==> src/rtl/tone_detect_if.sv <==
// CPU-side register interface of tone_detect: result outputs plus the
// one-cycle read pulse that acknowledges the current result.
interface tone_detect_if #(
    parameter int unsigned WIDTH = 32
);
    logic             rd_req;
    logic [WIDTH-1:0] half_out;
    logic [WIDTH-1:0] div_out;
    logic             valid;
    logic             overrun;
    logic             silent;

    // CPU side
    modport master (
        output rd_req,
        input  half_out,
        input  div_out,
        input  valid,
        input  overrun,
        input  silent
    );

    // Peripheral side
    modport slave (
        input  rd_req,
        output half_out,
        output div_out,
        output valid,
        output overrun,
        output silent
    );
endinterface

==> src/rtl/tone_detect.sv <==
// Square-wave half-period meter: reports clocks between input edges and the
// matching tonegen divider, flags silence on timeout. Option: TONE_DETECT_AVG_EN.
module tone_detect #(
    parameter int unsigned WIDTH          = 32,
    parameter int unsigned SYNC_STAGES    = 2,
    parameter int unsigned TIMEOUT_CYCLES = 16000000
) (
    input  logic          clk,
    input  logic          rst,
    input  logic          tone_in,
    tone_detect_if.slave  bus
);

    typedef enum logic [1:0] {
        IDLE   = 2'd0,
        ARMED  = 2'd1,
        LOCKED = 2'd2
    } state_t;

    localparam logic [WIDTH-1:0] TIMEOUT = WIDTH'(TIMEOUT_CYCLES);
    localparam logic [WIDTH-1:0] ONE     = WIDTH'(1);
    localparam logic [WIDTH-1:0] TWO     = WIDTH'(2);

    state_t                 state_q, state_d;
    logic [SYNC_STAGES-1:0] sync_q, sync_d;
    logic                   hist_q, hist_d;
    logic [WIDTH-1:0]       cnt_q, cnt_d;
    logic [WIDTH-1:0]       half_q, half_d;
    logic [WIDTH-1:0]       div_q, div_d;
    logic                   valid_q, valid_d;
    logic                   overrun_q, overrun_d;
    logic                   silent_q, silent_d;

    logic                   edge_det;
    logic                   cnt_at_timeout;
    logic                   measure;
    logic                   timeout_hit;
    logic                   pub_silence;
    logic                   meas_pub;
    logic [WIDTH-1:0]       meas_h;
    logic                   publish;
    logic [WIDTH-1:0]       pub_h;

    // Edge detector and half-period counter
    always_comb begin
        // NOTE: every always_comb output gets a default first so no path
        // leaves it unassigned; otherwise synthesis infers a latch.
        sync_d         = {sync_q[SYNC_STAGES-2:0], tone_in};
        hist_d         = sync_q[SYNC_STAGES-1];
        edge_det       = sync_q[SYNC_STAGES-1] ^ hist_q;
        cnt_at_timeout = (cnt_q == TIMEOUT);
        if (edge_det) begin
            cnt_d = ONE;
        end else if (cnt_at_timeout) begin
            cnt_d = cnt_q;
        end else begin
            cnt_d = cnt_q + ONE;
        end
    end

    // FSM next state; an edge always takes priority over a timeout.
    always_comb begin
        state_d     = state_q;
        measure     = 1'b0;
        timeout_hit = 1'b0;
        pub_silence = 1'b0;
        unique case (state_q)
            IDLE: begin
                if (edge_det) begin
                    state_d = ARMED;
                end
            end
            ARMED: begin
                if (edge_det) begin
                    state_d = LOCKED;
                    measure = 1'b1;
                end else if (cnt_at_timeout) begin
                    state_d     = IDLE;
                    timeout_hit = 1'b1;
                end
            end
            LOCKED: begin
                if (edge_det) begin
                    measure = 1'b1;
                end else if (cnt_at_timeout) begin
                    state_d     = IDLE;
                    timeout_hit = 1'b1;
                    pub_silence = 1'b1;
                end
            end
            default: begin
                state_d = IDLE;
            end
        endcase
    end

`ifdef TONE_DETECT_AVG_EN
    logic [WIDTH+1:0] acc_q, acc_d;
    logic [1:0]       avg_cnt_q, avg_cnt_d;
    logic [WIDTH+1:0] acc_sum;

    // Four consecutive measurements are summed; only the 4th publishes.
    always_comb begin
        acc_d     = acc_q;
        avg_cnt_d = avg_cnt_q;
        meas_pub  = 1'b0;
        meas_h    = '0;
        acc_sum   = acc_q + {2'b00, cnt_q};
        if (timeout_hit) begin
            acc_d     = '0;
            avg_cnt_d = 2'd0;
        end else if (measure) begin
            if (avg_cnt_q == 2'd3) begin
                meas_pub  = 1'b1;
                meas_h    = acc_sum[WIDTH+1:2];
                acc_d     = '0;
                avg_cnt_d = 2'd0;
            end else begin
                acc_d     = acc_sum;
                avg_cnt_d = avg_cnt_q + 2'd1;
            end
        end
    end

    always_ff @(posedge clk or posedge rst) begin
        if (rst) begin
            acc_q     <= '0;
            avg_cnt_q <= 2'd0;
        end else begin
            acc_q     <= acc_d;
            avg_cnt_q <= avg_cnt_d;
        end
    end
`else
    assign meas_pub = measure;
    assign meas_h   = cnt_q;
`endif

    // Result registers and read handshake; a publish overrides rd_req.
    always_comb begin
        half_d    = half_q;
        div_d     = div_q;
        valid_d   = valid_q;
        overrun_d = overrun_q;
        silent_d  = silent_q;
        publish   = meas_pub | pub_silence;
        pub_h     = pub_silence ? '0 : meas_h;
        if (publish) begin
            half_d    = pub_h;
            div_d     = (pub_h >= TWO) ? (pub_h - TWO) : '0;
            silent_d  = pub_silence;
            valid_d   = 1'b1;
            overrun_d = valid_q & ~bus.rd_req;
        end else if (bus.rd_req && valid_q) begin
            valid_d   = 1'b0;
            overrun_d = 1'b0;
        end
    end

    always_ff @(posedge clk or posedge rst) begin
        // NOTE: sequential state uses non-blocking assignments so every flop
        // samples its pre-edge inputs regardless of statement order.
        if (rst) begin
            state_q   <= IDLE;
            sync_q    <= '0;
            hist_q    <= 1'b0;
            cnt_q     <= '0;
            half_q    <= '0;
            div_q     <= '0;
            valid_q   <= 1'b0;
            overrun_q <= 1'b0;
            silent_q  <= 1'b1;
        end else begin
            state_q   <= state_d;
            sync_q    <= sync_d;
            hist_q    <= hist_d;
            cnt_q     <= cnt_d;
            half_q    <= half_d;
            div_q     <= div_d;
            valid_q   <= valid_d;
            overrun_q <= overrun_d;
            silent_q  <= silent_d;
        end
    end

    assign bus.half_out = half_q;
    assign bus.div_out  = div_q;
    assign bus.valid    = valid_q;
    assign bus.overrun  = overrun_q;
    assign bus.silent   = silent_q;

endmodule
==> src/flat_wrapper.sv <==
// flat-port wrapper written by rule: the top's interface ports become plain ports
module tone_detect_flat 
#(
    parameter int unsigned WIDTH          = 32,
    parameter int unsigned SYNC_STAGES    = 2,
    parameter int unsigned TIMEOUT_CYCLES = 16000000
)
  (clk, rst, tone_in, bus_rd_req, bus_half_out, bus_div_out, bus_valid, bus_overrun, bus_silent);
  tone_detect_if #(.WIDTH(WIDTH)) bus_i ();
  input  logic clk;
  input  logic rst;
  input  logic tone_in;
  input wire logic [$bits(bus_i.rd_req)-1:0] bus_rd_req;
  output wire logic [$bits(bus_i.half_out)-1:0] bus_half_out;
  output wire logic [$bits(bus_i.div_out)-1:0] bus_div_out;
  output wire logic [$bits(bus_i.valid)-1:0] bus_valid;
  output wire logic [$bits(bus_i.overrun)-1:0] bus_overrun;
  output wire logic [$bits(bus_i.silent)-1:0] bus_silent;
  assign bus_i.rd_req = bus_rd_req;
  assign bus_half_out = bus_i.half_out;
  assign bus_div_out = bus_i.div_out;
  assign bus_valid = bus_i.valid;
  assign bus_overrun = bus_i.overrun;
  assign bus_silent = bus_i.silent;
  tone_detect #(.WIDTH(WIDTH), .SYNC_STAGES(SYNC_STAGES), .TIMEOUT_CYCLES(TIMEOUT_CYCLES)) u_core (.clk(clk), .rst(rst), .tone_in(tone_in), .bus(bus_i));
endmodule
==> config.mk <==
export PLATFORM = sky130hd
export DESIGN_NAME = tone_detect_flat
export DESIGN_NICKNAME = d
export VERILOG_FILES = /design/src/rtl/tone_detect_if.sv /design/src/rtl/tone_detect.sv /design/src/flat_wrapper.sv
export SDC_FILE = /design/constraint.sdc
export NUM_CORES = 1
export LEC_CHECK = 0
export ABC_AREA = 0
export BUFFER_PORTS_ARGS = -buffer_cell sky130_fd_sc_hd__buf_4
export CORE_UTILIZATION = 60
export CTS_BUF_LIST = sky130_fd_sc_hd__clkbuf_4
export CTS_CLUSTER_DIAMETER = 50
export DETAILED_ROUTE_END_ITERATION = 7
export GPL_TIMING_DRIVEN = 0
export MAX_ROUTING_LAYER = met4
export PLACE_DENSITY = 0.83
export SLEW_MARGIN = 20
export SYNTH_ARGS = -nofsm -noshare
export SYNTH_HDL_FRONTEND = slang
export SYNTH_SLANG_ARGS = --single-unit
==> constraint.sdc <==
create_clock -name clk -period 4.4 [get_ports clk]
set_clock_uncertainty 0.1 [all_clocks]
set_input_delay 0.88 -clock clk [delete_from_list [all_inputs] [get_ports clk]]
set_output_delay 0.88 -clock clk [all_outputs]
set_load 0.02 [all_outputs]
# Word-level counts from Yosys, hierarchy flattened
# Index checks and enable logic that the tools add are counted.
dict set report word_totals {
  reg_bits 104
  in_bits 4
  output_inout_bits 67
  word_cells 44
}
dict set report classes {
  addsub 2
  magnitude_cmp 1
  eq_ne 6
  n_mux 17
  n_bitwise 4
  reduce_logical 5
}
# op count
set op_table {}
lappend op_table {{$mux 32} 4}
lappend op_table {{$add 32x1->32 const B} 1}
lappend op_table {{$eq 32x24->1 const B} 1}
lappend op_table {{$ge 32x2->1 const B} 1}
lappend op_table {{$sub 32x2->32 const B} 1}
lappend op_table {{$mux 1} 8}
lappend op_table {{$mux 2} 4}
lappend op_table {{$pmux 2 s3} 1}
lappend op_table {{$ne 2x1->1 const B} 2}
lappend op_table {{$eq 2x1->1 const B} 1}
lappend op_table {{$eq 2x2->1 const B} 1}
lappend op_table {{$logic_not 2->1} 1}
lappend op_table {{$ne 2x2->1 const B} 1}
lappend op_table {{$reduce_and 2->1} 1}
lappend op_table {{$reduce_bool 2->1} 1}
lappend op_table {{$reduce_or 2->1} 1}
lappend op_table {{$and 1x1->1} 1}
lappend op_table {{$logic_and 1x1->1} 1}
lappend op_table {{$not 1->1} 1}
lappend op_table {{$or 1x1->1} 1}
lappend op_table {{$xor 1x1->1} 1}

# Depth between registers and ports, before layout
dict set report logic_depth {
  word_depth 7
  depth_mapped 14
  mapped_depth_nobuf 12
}

# Worst setup path before layout
# No wires, ideal clock.
dict set report synth_timing {
  path_kind {register -> register}
  startpoint {register u_core.cnt_q[24]}
  endpoint {register u_core.div_q[29] (netlist: u_core.bus.div_out[29])}
  setup_time_ns 0.123
  arrival_time_ns 3.347
  required_ns 4.177
  slack_ns 0.830
  stages_incl_launch_ff 13
  synth_period_minus_slack_ns 3.570
  cell_sequence {dfrtp_1 > buf_6 > or4_4 > nand2b_4 > or4_4 > buf_6 > o21ai_2 > ha_1 > nand4_1 > a211o_1 > nor4_1 > xnor2_1 > o21ai_1}
}
dict set report synth_via {
  elab_chain_len 7
  word_cells_on_any_way 9
  classes_between {add/sub (1); order compare (1); eq/ne (1); mux (5); bitwise (1)}
}
# item line
set synth_rtl {}
lappend synth_rtl {{from (decl)} tone_detect.sv:27} ;# logic [WIDTH-1:0] cnt_q, cnt_d;
lappend synth_rtl {{from (signal assigned)} tone_detect.sv:177} ;# cnt_q <= cnt_d;
lappend synth_rtl {{$eq 32x24->1} tone_detect.sv:51} ;# cnt_at_timeout = (cnt_q == TIMEOUT);
lappend synth_rtl {{$mux 1} tone_detect.sv:85} ;# end else if (cnt_at_timeout) begin
lappend synth_rtl {{$mux 1} tone_detect.sv:83} ;# if (edge_det) begin
lappend synth_rtl {{$mux 1} tone_detect.sv:67} ;# unique case (state_q)
lappend synth_rtl {{$mux 32} tone_detect.sv:147} ;# pub_h = pub_silence ? '0 : meas_h;
lappend synth_rtl {{$sub 32x2->32 or $ge 32x2->1 (tied branches)} tone_detect.sv:150} ;# div_d = (pub_h >= TWO) ? (pub_h - TWO) : '0;
lappend synth_rtl {{$mux 32} tone_detect.sv:150}
lappend synth_rtl {{to (signal assigned)} tone_detect.sv:179} ;# div_q <= div_d;
lappend synth_rtl {{to (decl)} tone_detect.sv:29} ;# logic [WIDTH-1:0] div_q, div_d;
# Several ways; a longest one is shown, not always the timed one.
# A chain may end at the register's enable or synchronous reset.

# Final worst setup path
# Same ends and word-level chain as after synthesis.

==> out/results.ini <==
[critical_path]
worstSetupEndpointType=flip-flop
critical_path.top_delay_family=simple AND/OR/NAND/NOR gates
start_kind=flip-flop
cpMaxStageDelayCell=or4_4
path_buf_inv=2
cp_data_arrival_time_ns=4.36
cp_max_fo=9
critical_path_class=reg2reg
critPathRequiredTime_ns=4.66
cpPeakStageDelay_ns=0.57
crit_chain=buf_6 -> or4_4 -> nand2b_4 -> or4_4 -> buf_6 -> o21ai_2 -> ha_1 -> nand4_1 -> a211o_1 -> nor4_1 -> xnor2_1 -> o21ai_1

[sta]
setup_violations=0
tns_ns=0
finalHoldViolations=0
tightestPinTransition_ns=0.795
fin_crit_ns=4.11
fin_ws_ns=0.293
min_period_over_period_pct=93.3
hold_ws_ns=0.266
rsz0062_at_grt=false
finalMaxSlewViolations=0
max_clock_freq_mhz=244
slew_headroom_pct=46.6

[power]
p_leak_nw=2.87
powerDensity_nw_per_um2=482
finalPower_mw=2.88
peakVddDrop_v=0.000357

[clocking]
ctsHoldBuffers=0
clkTransAtPathRegs_ns=0.15
clock_tree.buffer_depth=2
root_buffer=clkbuf_4
postCtsSetupBuffers=0
cts_resized=0
cts_tree=yes
cts_max_level=3
numCtsBuffers=9
clk-insertion-delay-late_ns=0.46
clkSinkCount=104

[drt]
remaining_drc_errors=0
drt_iter0_markers=300
vias_per_cell=6.01
firstDrtPassIters=5
wl_per_cell_um=17.5
ant_nets=0
wirelength_um=12700
vias=4371

[synth]
synth_fa_ha_area_share_pct=1.71
synth_cell_types=53
synth_compound_area_share_pct=13.1
synthMuxAreaShare_pct=1.49
syn-cell-area_um2=5130
synth_simple_gate_area_share_pct=20.5
postSynthCellCount=535
synthXorXnorAreaFrac_pct=8.03
yosys_warnings=0
async_flop_share_pct=100
synth-edff-count=0
synth_nets=546
syn_area_per_cell_um2=9.58
ys_seq_elements=104
synth_ff_type=dfrtp_1
seq_area_frac_synth_pct=50.8
synth_top_family_by_area=simple AND/OR/NAND/NOR gates

[job]
maxCapViolCount=0

[placed_design]
gp_congestion=0.912
placedCellCount=711
pre_cts_slack_ns=0.356
place_area_um2=5820
place_hpwl_um=9160
portBuffers=70

[layout]
antenna_cells=0
drive_gt1_share_pct=18.3
finalInstanceArea_um2=5980
regArea_um2=2600
nFillCells=613
fin_cells=727
area_growth_pct=16.7
final_util_pct=72.4
nets=628
multi_input_area_um2=2300

[global_routing]
grt_max_degree=54
busiest_layer=met2
first_global_vias=4119
grt_util_met2_pct=48.1
antenna_found_initial=0
grt_pass1_wl_um=20900
grt_usage_pct=31.8
grt_util_met3_pct=4.43
gr-total-overflow=0
grt_use_met1_pct=43.0

[floorplan]
dieArea_um2=8920
num_rows=33
start_util_pct=62.1
die_x_um=94.4
die_h_um=94.4
pin_count=71
core_um2=8260

[min_path]
hold_path.class=reg2reg

[outcome]
status=finished clean

[final timing paths]
path | from | to | slack [ns] | cells past startpoint
setup / recovery | u_core.cnt_q[24] | u_core.bus.div_out[29] | 0.29 | 12
hold / removal | u_core.sync_q[0] | u_core.sync_q[1] | 0.27 | 0
setup reg to reg | u_core.cnt_q[24] | u_core.bus.div_out[29] | 0.29 | 12
hold reg to reg | u_core.sync_q[0] | u_core.sync_q[1] | 0.27 | 0
max in group asynchronous | rst | u_core.bus.half_out[17] | 3.25 | 3
min in group asynchronous | rst | u_core.bus.div_out[28] | 0.33 | 2
[logic make-up (layout without fill, tap and decap cells)]
logic type,Yosys count,after routing
AOI/OAI and AO/OA,101,101
DFF,104,104
adders and majority gates,7,7
buffers and inverters,54,141
xor gates and xnor gates,47,47
and+or+nand+nor,215,215
muxes,7,7
[final cells by class]
cell class                 instances  area share [%]
buffer                            44            3.16
timing repair buffer              71            9.24
clock inverter                     6            1.42
inverter                          10           0.711
tap                              105            2.20
clock buffer                      10            1.25
sequential                       104            43.5
multi-input combinational        377            38.5
[state kept, by name, indices dropped and copies added, names as in the netlist]
register	flops
u_core.bus.silent	1
u_core.bus.div_out	32
u_core.bus.half_out	32
u_core.bus.overrun	1
u_core.hist_q	1
u_core.cnt_q	32
u_core.bus.valid	1
u_core.state_q	2
u_core.sync_q	2
[per-layer routing]
metal  share of wire [%]  vias to the layer above
li1                    -                     2003
met1                  44                     2117
met2                  46                      220
met3                 7.3                       31
met4                 2.9                        0
met5                   0                        -
[synthesized netlist by cell type, types with 10 or more instances]
cell type    n  area share [%]
nand3_1     23             2.2
a21oi_1     23             2.2
or3_1       10             1.2
a22o_1      20             3.4
clkbuf_1    35             2.6
nand4_1     10             1.2
xnor2_1     18             3.1
inv_1       10            0.73
dfrtp_1    103              50
nor2_1      49             3.6
o21ai_0     27             2.6
xor2_1      29             5.0
nand2_1     76             5.6
nor3_1      12             1.2
[worst register-to-register path, cell delays in order, from the launching register on]
cell and delay [ns]:
dfrtp_1 0.40, buf_6 0.14, or4_4 0.57, nand2b_4 0.21, or4_4 0.54, buf_6 0.15, o21ai_2 0.33, ha_1 0.32
nand4_1 0.23, a211o_1 0.47, nor4_1 0.33, xnor2_1 0.16, o21ai_1 0.07
[power by group]
part           total (mW)  internal, mW  switching (mW)
clock               0.548         0.235           0.313
combinational        1.14         0.424           0.718
sequential           1.19          1.10          0.0919
total                2.88          1.76            1.12
[placed cells by master, fill, tap and decap left out, drive strengths merged, types with 3 or more instances in the layout]
| cell type | synthesis | final |
|---|---|---|
| dfrtp | 103 | 103 |
| ha | 7 | 7 |
| a22o | 20 | 20 |
| nor3 | 12 | 12 |
| o21ai | 36 | 36 |
| a21oi | 23 | 23 |
| inv | 10 | 10 |
| or4 | 8 | 8 |
| nor2 | 49 | 49 |
| and2 | 3 | 3 |
| clkinv | 0 | 3 |
| xor2 | 29 | 29 |
| or3 | 10 | 10 |
| nand2 | 76 | 76 |
| nor4 | 6 | 6 |
| nand4 | 10 | 10 |
| and3 | 5 | 5 |
| mux2 | 5 | 5 |
| buf | 9 | 80 |
| xnor2 | 18 | 18 |
| clkbuf | 35 | 45 |
| or2 | 5 | 5 |
| o31ai | 5 | 5 |
| nand3 | 23 | 23 |
(Power assumes the default switching activity.)
